**config.mk**
```make
export PLATFORM = sky130hd
export DESIGN_NAME = divider_recon_mul
export DESIGN_NICKNAME = d
export VERILOG_FILES = /design/src/rtl/divider_pkg.sv /design/src/rtl/divider_recon_mul_stage.sv /design/src/rtl/divider_recon_mul.sv
export SDC_FILE = /design/constraint.sdc
export NUM_CORES = 1
export LEC_CHECK = 0
export ABC_AREA = 1
export BUFFER_PORTS_ARGS = -buffer_cell sky130_fd_sc_hd__buf_2
export CAP_MARGIN = 20
export CORE_MARGIN = 2
export CORE_UTILIZATION = 55
export CTS_BUF_LIST = sky130_fd_sc_hd__clkbuf_8
export CTS_CLUSTER_DIAMETER = 80
export DETAILED_ROUTE_END_ITERATION = 12
export GPL_ROUTABILITY_DRIVEN = 0
export PLACE_DENSITY = 0.9
export SLEW_MARGIN = 10
export SYNTH_ARGS = -nofsm -noshare
export SYNTH_HDL_FRONTEND = slang
export SYNTH_SLANG_ARGS = --single-unit
```
**constraint.sdc**
```tcl
create_clock -name clk -period 1.45 [get_ports clk]
set_input_delay 0.145 -clock clk [delete_from_list [all_inputs] [get_ports clk]]
set_output_delay 0.145 -clock clk [all_outputs]
set_load 0.05 [all_outputs]
```
**src/rtl/divider_pkg.sv**
```systemverilog
// divider_pkg: width constants and reconstruction target shared with the divider
package divider_pkg;
  localparam int N = 6;
  localparam int M = 4;
  localparam int M_ACTIVE_MIN = 2;
  localparam int Q_W = N - M_ACTIVE_MIN + 1;
  localparam int P_W = Q_W + M;
  localparam logic [N-1:0] DIVIDEND_CONST = {N{1'b1}};
endpackage

```
**src/rtl/divider_recon_mul_stage.sv**
```systemverilog
// recon_mul_stage: one shift-add step adding merchant<<K when divisor bit K is set
module recon_mul_stage
  import divider_pkg::*;
#(
  parameter int K = 1
) (
  input  logic           clk,
  input  logic           rstn,
  input  logic           valid_prev,
  input  logic [P_W-1:0] acc_prev,
  input  logic [Q_W-1:0] merchant_prev,
  input  logic [M-1:0]   divisor_prev,
  output logic           valid,
  output logic [P_W-1:0] acc,
  output logic [Q_W-1:0] merchant,
  output logic [M-1:0]   divisor,
  output logic [P_W-1:0] sum
);
  assign sum = acc_prev + (divisor_prev[K] ? P_W'(merchant_prev) << K : '0);
  always_ff @(posedge clk or negedge rstn)
    if (!rstn) begin
      valid    <= 1'b0;
      acc      <= '0;
      merchant <= '0;
      divisor  <= '0;
    end else begin
      valid <= valid_prev;
      if (valid_prev) begin
        acc      <= sum;
        merchant <= merchant_prev;
        divisor  <= divisor_prev;
      end
    end
endmodule

```
**src/rtl/divider_recon_mul.sv**
```systemverilog
// divider_recon_mul: pipelined merchant*divisor+remainder, one divisor bit per stage.
// DIVIDER_RECON_CHECK_EN adds a registered compare against the divider's dividend constant.
module divider_recon_mul
  import divider_pkg::*;
(
  input  logic           clk,
  input  logic           rstn,
  input  logic           in_valid,
  input  logic [Q_W-1:0] merchant,
  input  logic [M-1:0]   divisor,
  input  logic [M-1:0]   remainder,
  output logic           out_valid,
  output logic [P_W-1:0] dividend,
  output logic           check_err
);
  logic           vld [M];
  logic [P_W-1:0] acc [M];
  logic [Q_W-1:0] mer [M];
  logic [M-1:0]   div [M];
  logic [P_W-1:0] sum [1:M-1];
  always_ff @(posedge clk or negedge rstn)
    if (!rstn) begin
      vld[0] <= 1'b0;
      acc[0] <= '0;
      mer[0] <= '0;
      div[0] <= '0;
    end else begin
      vld[0] <= in_valid;
      if (in_valid) begin
        acc[0] <= P_W'(remainder) + (divisor[0] ? P_W'(merchant) : '0);
        mer[0] <= merchant;
        div[0] <= divisor;
      end
    end
  for (genvar k = 1; k < M; k++) begin : g_stage
    recon_mul_stage #(.K(k)) u_stage (
      .clk          (clk),
      .rstn         (rstn),
      .valid_prev   (vld[k-1]),
      .acc_prev     (acc[k-1]),
      .merchant_prev(mer[k-1]),
      .divisor_prev (div[k-1]),
      .valid        (vld[k]),
      .acc          (acc[k]),
      .merchant     (mer[k]),
      .divisor      (div[k]),
      .sum          (sum[k])
    );
  end
  assign out_valid = vld[M-1];
  assign dividend  = acc[M-1];
`ifdef DIVIDER_RECON_CHECK_EN
  // Compare the value entering the last stage so the flag lands with out_valid
  always_ff @(posedge clk or negedge rstn)
    if (!rstn) check_err <= 1'b0;
    else       check_err <= vld[M-2] && (sum[M-1] != P_W'(DIVIDEND_CONST));
`else
  assign check_err = 1'b0;
`endif
endmodule

```
* Word-level counts from Yosys, hierarchy flattened
Cells that the tools add are included.
** Storage, ports and cells
- Register bits :: 67
- Input port bits :: 16
** Cells by class
- Add/subtract/negate cells :: 4
- Muxes and demuxes :: 4
** Operators with widths (number)
- $add A9 B9 Y9 :: 3
- $mux W8 :: 1
- $mux W7 :: 1
- $add A4 B5 Y6 :: 1
- $mux W6 :: 1
- $mux W5 :: 1

* Longest topological paths before layout
Gate-level depths: netlist of the first run.
- Depth after elaboration :: 2
- Gate-level depth with buffers :: 12

* Hierarchy
From an unflattened synthesis of the first run, not the netlist that was laid out.
** Unflattened totals
- Cells, all modules :: 505
- Area total of the unflattened synthesis :: 3905.0 sq um
** Modules (own cells, without submodules)
- recon_mul_stage (g_stage[1].u_stage) :: times used 1, cells each 144, area an instance 1099.8 sq um
- recon_mul_stage (g_stage[2].u_stage) :: times used 1, cells each 143, area an instance 1054.8 sq um
- recon_mul_stage (g_stage[3].u_stage) :: times used 1, cells each 119, area an instance 965.9 sq um
- divider_recon_mul :: times used 1, cells each 99, area an instance 784.5 sq um

* Worst setup path after synthesis of the first run
OpenSTA, ideal clock, no wires.
- Path type :: register -> register
- Start point :: reg div[13] in the netlist's numbering
- End point :: reg, netlist name g_stage[1].u_stage.acc[5]
- Setup time :: 0.117 ns
- Arrival :: 1.387 ns
- Path slack :: -0.054 ns
- Cell stages (with the launch flop) :: 11
- Buffers on the path :: 0
- Cell sequence :: dfrtp_1 nand2_1 inv_1 ha_1 fa_1 nand2_1 nand2_1 nand2_1 nand2_1 nand3_1 nand2_1
** Between the ends
- Cells in the longest elaborated chain, start to end :: 2
** Ends and longest elaborated chain
- start, declared :: RTL line divider_recon_mul.sv:19 : logic [M-1:0] div [M];
- $mux W6 :: RTL line divider_recon_mul_stage.sv:19 : assign sum = acc_prev + (divisor_prev[K] ? P_W'(merchant_prev) << K : '0);
- $add A9 B9 Y9 :: RTL line divider_recon_mul_stage.sv:19
Every way passes these cells.
A chain may end at the register's enable or synchronous reset.

* Worst setup path after layout of the first run
- Start point :: reg, netlist name g_stage[1].u_stage.divisor[2]
- End point :: reg, netlist name g_stage[2].u_stage.acc[6]
** Between the ends
- Cells in the longest elaborated chain, start to end :: 2
** Ends and longest elaborated chain (RTL line)
- $mux W7 :: divider_recon_mul_stage.sv:19
- $add A9 B9 Y9 :: divider_recon_mul_stage.sv:19
Every way passes these cells.

==> results of run 1 <==
==> area by class of cell <==
type / count / share of cell area (%)
Clock buffer: 7 / 2.71
Timing Repair Buffer: 45 / 8.49
Inverter: 46 / 4.93
Sequential cell: 55 / 38.8
Multi-Input combinational cell: 247 / 42.5
Clock inverter: 1 / 0.106
Tap cell: 70 / 2.47
==> final timing paths <==
| path | from | end |
|---|---|---|
| max | g_stage[1].u_stage.divisor[2] | g_stage[2].u_stage.acc[6] |
| min | divisor[3] | div[15] |
| max reg2reg | g_stage[1].u_stage.divisor[2] | g_stage[2].u_stage.acc[6] |
| min reg2reg | div[15] | div[15] |
| max in group asynchronous | rstn | g_stage[1].u_stage.merchant[4] |
| min in group asynchronous | rstn | g_stage[2].u_stage.merchant[0] |
==> per-stage QoR <==
stage	hold slack [ns]	power (uW)
after CTS	0.0271	3970
after global placement	0.158	2940
after global routing	0.0313	4380
final	0.0353	4170
after detailed placement	0.166	3000
after floorplan	-0.151	2770
==> critical path, cell delays in order, from the launching register on <==
cell,delay [ns]
dfrtp_1,0.41
buf_4,0.14
buf_4,0.13
nand2_2,0.06
inv_2,0.04
ha_4,0.31
nand2_2,0.09
nand2_2,0.07
nand3_1,0.08
nand3_1,0.10
nand2_1,0.05
==> logic make-up (layout without fill, tap and decap cells) <==
kind of cell / count (synthesis) / count (layout)
compound gates: 26 / 26
buf+inv: 63 / 99
flops: 55 / 55
simple gates: 197 / 197
fa+ha+maj: 23 / 23
other cells: 1 / 1
==> per-layer routing <==
layer | global-route usage (%) | wire (microns) | vias to the layer above
met5 | 0 | 0 | -
met4 | 13.8 | 227 | 0
met3 | 4.53 | 195 | 20
met2 | 37.7 | 3560 | 66
met1 | 22.5 | 2550 | 1132
li1 | - | - | 1182
==> power by group through the flow <==
stage	clock network [uW]	logic, uW	registers [uW]
finish	907	1320	1940
detailed placement	0	1060	1940
global route	981	1430	1970
CTS	922	1120	1920
floorplan	0	861	1910
global placement	0	1010	1930
==> state kept, by name, indices dropped and copies added, names as in the netlist <==
name                      flops
acc                           6
div                           3
g_stage.u_stage.acc          24
g_stage.u_stage.divisor       3
g_stage.u_stage.merchant     10
g_stage.u_stage.valid         3
mer                           5
vld                           1
==> synth_stat cells <==
| cell | n |
|---|---|
| a21oi_1 | 6 |
| buf_2 | 2 |
| buf_4 | 13 |
| buf_6 | 1 |
| clkbuf_8 | 1 |
| conb_1 | 1 |
| dfrtp_1 | 55 |
| fa_1 | 4 |
| ha_1 | 19 |
| inv_1 | 42 |
| inv_2 | 3 |
| inv_4 | 1 |
| nand2_1 | 153 |
| nand3_1 | 19 |
| nand3_2 | 1 |
| nand3b_1 | 2 |
| nor2_1 | 13 |
| nor3b_1 | 3 |
| o21ai_0 | 13 |
| o21ai_2 | 6 |
| o22ai_1 | 1 |
| or2_1 | 6 |
==> cell usage in the layout, fill, tap and decap left out, types with 2 or more instances in the layout <==
| master | n |
|---|---|
| a21oi_1 | 4 |
| a21oi_2 | 2 |
| buf_2 | 25 |
| buf_4 | 15 |
| buf_6 | 3 |
| clkbuf_8 | 7 |
| dfrtp_1 | 55 |
| fa_2 | 3 |
| ha_1 | 9 |
| ha_4 | 9 |
| inv_1 | 32 |
| inv_2 | 14 |
| nand2_1 | 135 |
| nand2_2 | 17 |
| nand3_1 | 16 |
| nand3_2 | 3 |
| nand3b_1 | 2 |
| nor2_1 | 10 |
| nor2_2 | 3 |
| nor3b_2 | 3 |
| o21ai_0 | 11 |
| o21ai_1 | 2 |
| o21ai_2 | 6 |
| or2_1 | 4 |
| or2_4 | 2 |
==> what timing repair did <==
item,4_1_cts,5_1_grt
endpoints found under the setup margin,9,14
endpoints found under the hold margin,55,0
setup buffers,2,7
resized for setup,14,43
hold buffers,1,0
pin swaps,8,17
==> impl_metrics.json, run 1 <==
{
  "synth_compound_area_share_pct": 5.19,
  "synthXorXnorAreaFrac_pct": 0,
  "io-pin-count": 27,
  "dpl.hpwl_microns": 4170,
  "hp-class": "in2reg",
  "pre_cts_slack_ns": -0.166,
  "final_area_sq_um": 3550,
  "worst-setup-path-type": "reg2reg",
  "seq_power_share_pct": 46.6,
  "synthDominantCellAreaShare_pct": 46.5,
  "postRouteAntennaNets": 0,
  "switchingPower_uw": 1470,
  "wl_microns": 6530,
  "path_clk_slew_ns": 0.10,
  "clk_latency_ns": 0.31,
  "skew_ns": 0.0126,
  "wire_per_inst_microns": 13.9,
  "p_int_uw": 2700,
  "synth_warnings": 0,
  "htree_levels": 2,
  "cts_tree": "done",
  "core_sq_um": 5140,
  "grt_overflow": 0,
  "synth_nets": 404,
  "ys_types": 22,
  "grt_pass1_vias": 2406,
  "fmax_mhz": 637,
  "track_usage_pct": 21.2,
  "fin_ws_ns": -0.121,
  "grt_pass1_wl_microns": 9990,
  "ys_ff_latch": 55,
  "rr_worst_depth": 10,
  "drtIter0Drc": 134,
  "period_share_pct": 108,
  "holdPathStages": 3,
  "antenna_cells": 0,
  "start_util_pct": 57.6,
  "drtPass1Iterations": 4,
  "clock_power_share_pct": 21.8,
  "antenna_found_initial": 0,
  "cts_buffer_depth": 2,
  "regArea_sq_um": 1380,
  "dieHeight_microns": 77.4,
  "die_w_microns": 77.4,
  "layout_min_cycle_time_ns": 1.57,
  "cts_made_buffers": 5,
  "violations": "negative setup slack",
  "dieArea_sq_um": 5990,
  "fin_tns_setup_ns": -0.662,
  "yosysTopAreaCell": "dfrtp_1",
  "critPathLaunchType": "flip-flop",
  "cap_violations": 0,
  "grt_max_degree": 56,
  "cp.required_ns": 1.67,
  "via_per_inst": 5.10,
  "cts_root_buf": "clkbuf_8",
  "cp_max_fo": 5,
  "rsz0062_at_grt": "yes",
  "setup_viol": 8,
  "syn2layout_area_growth_pct": 19.8,
  "power_per_cell_area_nw_per_um2": 1170,
  "synth_top_family_by_area": "simple AND/OR/NAND/NOR gates",
  "swShare_pct": 35.3,
  "rows": 26,
  "placed_area_sq_um": 3150,
  "place_inst": 454,
  "final_core_util_pct": 69.1,
  "drv_slew": 0,
  "status": "finished with violations",
  "multi_input_area_sq_um": 1510,
  "worstPathArrival_ns": 1.79,
  "drc": 0,
  "syn_inst": 365,
  "synthAdderAreaFrac_pct": 10.7,
  "endpoint_kind": "flip-flop",
  "fin_nets": 439,
  "peakVddDrop_mv": 0.569,
  "synthesis.area_sq_um": 2960,
  "postSynthAreaPerCell_sq_um": 8.12,
  "fillerInstances": 416,
  "leakage_uw": 0.00195,
  "vias": 2400,
  "hold_viol": 0,
  "synthMuxAreaShare_pct": 0,
  "io_buffers": 25,
  "final_cells": 471,
  "drive_above_1_share_pct": 29.2,
  "ys_top_cells_by_area": "dfrtp_1 (46%), nand2_1 (19%), ha_1 (8.0%)",
  "synth-seq-area-share_pct": 46.5,
  "worst-r2r-setup-slack_ns": -0.12,
  "p_comb_share_pct": 31.6,
  "cts_sinks": 55,
  "yosys.area_share.simple_pct": 27.1
}
(Power assumes the default switching activity.)
==> run 2: changes to the inputs <==
--- a/config.mk
+++ b/config.mk
@@ -14,7 +14,9 @@
 export CTS_CLUSTER_DIAMETER = 80
 export DETAILED_ROUTE_END_ITERATION = 12
 export GPL_ROUTABILITY_DRIVEN = 0
+export HOLD_SLACK_MARGIN = 0.12
 export PLACE_DENSITY = 0.9
+export REMOVE_ABC_BUFFERS = 1
 export SLEW_MARGIN = 10
 export SYNTH_ARGS = -nofsm -noshare
 export SYNTH_HDL_FRONTEND = slang
==> run 2 against run 1 <==
Against the previous run: the flow still finishes with violations (negative setup slack); non-clock buffer count rose by 9; clock skew fell by 0.0022 ns; core utilization rose by 2.9 points; sequential power barely moved; sequential share of layout area fell by 1.5 points; critical path depth did not move; sequential cell count did not move; cell count rose by 1.9%; global-route usage rose by 0.39 points; die area did not move; register-to-register slack got worse by 0.02 ns; total power barely moved; largest cell class unchanged; largest power group unchanged; highest routed layer unchanged.
==> impl_metrics.json, run 2 (synthesis results as in run 1) <==
{
  "fin_nets": 448,
  "slowest_stage": "dfrtp_1",
  "dieHeight_microns": 77.4,
  "power_per_cell_area_nw_per_um2": 1130,
  "dieArea_sq_um": 5990,
  "antenna_found_initial": 0,
  "peakVddDrop_mv": 0.737,
  "worst_hold_path.endpoint": "acc[27]",
  "grt_pass1_wl_microns": 10300,
  "track_usage_pct": 21.6,
  "endpoint_kind": "flip-flop",
  "largest_reg_flops": 24,
  "setup_viol": 10,
  "drtPass1Iterations": 5,
  "vias": 2434,
  "path_cells": "nand2_1 > inv_2 > ha_4 > fa_2 > nand2_2 > nand2_2 > nand2_1 > nand2_1 > nand3_1 > nand2_1",
  "final_area_sq_um": 3700,
  "hold_viol": 0,
  "path_buf_inv": 1,
  "antenna_cells": 0,
  "placed_area_sq_um": 3150,
  "skew_ns": 0.0104,
  "worst-r2r-setup-slack_ns": -0.14,
  "cp_max_fo": 3,
  "cts_made_buffers": 5,
  "rsz0062_at_grt": "yes",
  "htree_levels": 2,
  "drv_slew": 0,
  "fin_ws_ns": -0.144,
  "via_per_inst": 5.07,
  "wl_microns": 6640,
  "fmax_mhz": 627,
  "clk_latency_ns": 0.32,
  "r2r_end": "g_stage[1].u_stage.acc[5]",
  "cts_buffer_depth": 2,
  "r2r_start": "div[13]",
  "layout_min_cycle_time_ns": 1.59,
  "hp-start": "remainder[0]",
  "status": "finished with violations",
  "critPathLaunchType": "flip-flop",
  "final_common_cell": "nand2_1",
  "path_delay_family": "adder cells",
  "cts_root_buf": "clkbuf_8",
  "seq_power_share_pct": 46.7,
  "grt_max_degree": 56,
  "worst-setup-path-type": "reg2reg",
  "layout_common_cells": "nand2_1 (138), dfrtp_1 (55), inv_1 (32)",
  "drtIter0Drc": 143,
  "cts_tree": "done",
  "dpl.hpwl_microns": 4140,
  "reg_top3": "g_stage.u_stage.acc x24, g_stage.u_stage.merchant x10, acc x6",
  "wire_per_inst_microns": 13.8,
  "path_clk_slew_ns": 0.10,
  "crit_top_cell": "nand2_1",
  "die_w_microns": 77.4,
  "postRouteAntennaNets": 0,
  "io_buffers": 25,
  "drc": 0,
  "syn2layout_area_growth_pct": 24.8,
  "rows": 26,
  "core_sq_um": 5140,
  "drive_above_1_share_pct": 28.8,
  "leakage_uw": 0.00198,
  "violations": "negative setup slack",
  "hp-class": "in2reg",
  "grt_pass1_vias": 2379,
  "switchingPower_uw": 1520,
  "fin_hold_ws_ns": 0.167,
  "grt_overflow": 0,
  "start_util_pct": 57.6,
  "swShare_pct": 36.6,
  "rr_worst_depth": 10,
  "worstPathArrival_ns": 1.81,
  "period_share_pct": 110,
  "cap_violations": 0,
  "cp_slowest_stage_delay_ns": 0.42,
  "regMostFlops": "g_stage.u_stage.acc",
  "p_comb_share_pct": 32.7,
  "cts_sinks": 55,
  "p_int_uw": 2640,
  "io-pin-count": 27,
  "clock_power_share_pct": 20.6,
  "cp.required_ns": 1.66,
  "holdPathStages": 4
}
## run 2: through the flow
step	std cells	total power (uW)	utilization, %	TNS (ns)	setup slack (ns)
4_1_cts	474	3950	67.1	-0.276	-0.0750
6_report	480	4170	71.9	-0.647	-0.144
2_1_floorplan	348	2650	-	-0.165	-0.0627
3_3_place_gp	455	2940	61.2	-0.241	-0.0730
5_1_grt	480	4380	71.9	-1.64	-0.231
3_5_place_dp	455	3000	61.2	-0.754	-0.151
## run 2: cell type report
| class | count | area [sq um] |
|---|---|---|
| repair buffers | 54 | 399 |
| multi-input cells | 247 | 1570 |
| clock buffers | 5 | 68.8 |
| clock inverters | 3 | 20.0 |
| flip-flops and latches | 55 | 1380 |
| well taps | 70 | 87.6 |
| fillers | 387 | 1440 |
| inverters | 46 | 178 |
## run 2: what timing repair did
item | in CTS | in global routing
endpoints found under the hold margin | 64 | 0
hold buffers | 10 | 0
endpoints found under the setup margin | 12 | 16
gates resized for setup | 24 | 47
pin swaps | 5 | 14
buffers inserted | 1 | 6
## run 2: how the worst max path moves through the flow
stage / start / endpoint / depth (start not counted)
final: div[13] / g_stage[1].u_stage.acc[5] / 10
after global routing: g_stage[2].u_stage.divisor[3] / g_stage[3].u_stage.acc[7] / 11
after CTS: g_stage[2].u_stage.divisor[3] / g_stage[3].u_stage.acc[7] / 11
after detailed placement: div[13] / g_stage[1].u_stage.acc[5] / 10
after global placement: g_stage[2].u_stage.divisor[3] / g_stage[3].u_stage.acc[7] / 11
after floorplan: div[13] / g_stage[1].u_stage.acc[5] / 10
## run 2: worst min-delay path, cell delays in order
cell and delay, ns:
buf_2 0.08, ha_1 0.13, nand2_1 0.05, nand2_1 0.05
## run 2: metal layers
metal / part of all wire, % / global-route usage [%]
met1: 38 / 23.2
met2: 57 / 41.7
met3: 3.3 / 3.95
met4: 1.6 / 7.86
met5: 0 / 0
## run 2: power by group through the flow
stage                     clock network, uW  registers, uW  logic (uW)
after floorplan                           0           2130         525
after global placement                    0           1920        1010
after detailed placement                  0           1940        1060
after CTS                               862           1930        1170
after global routing                    912           1970        1490
final                                   858           1940        1360
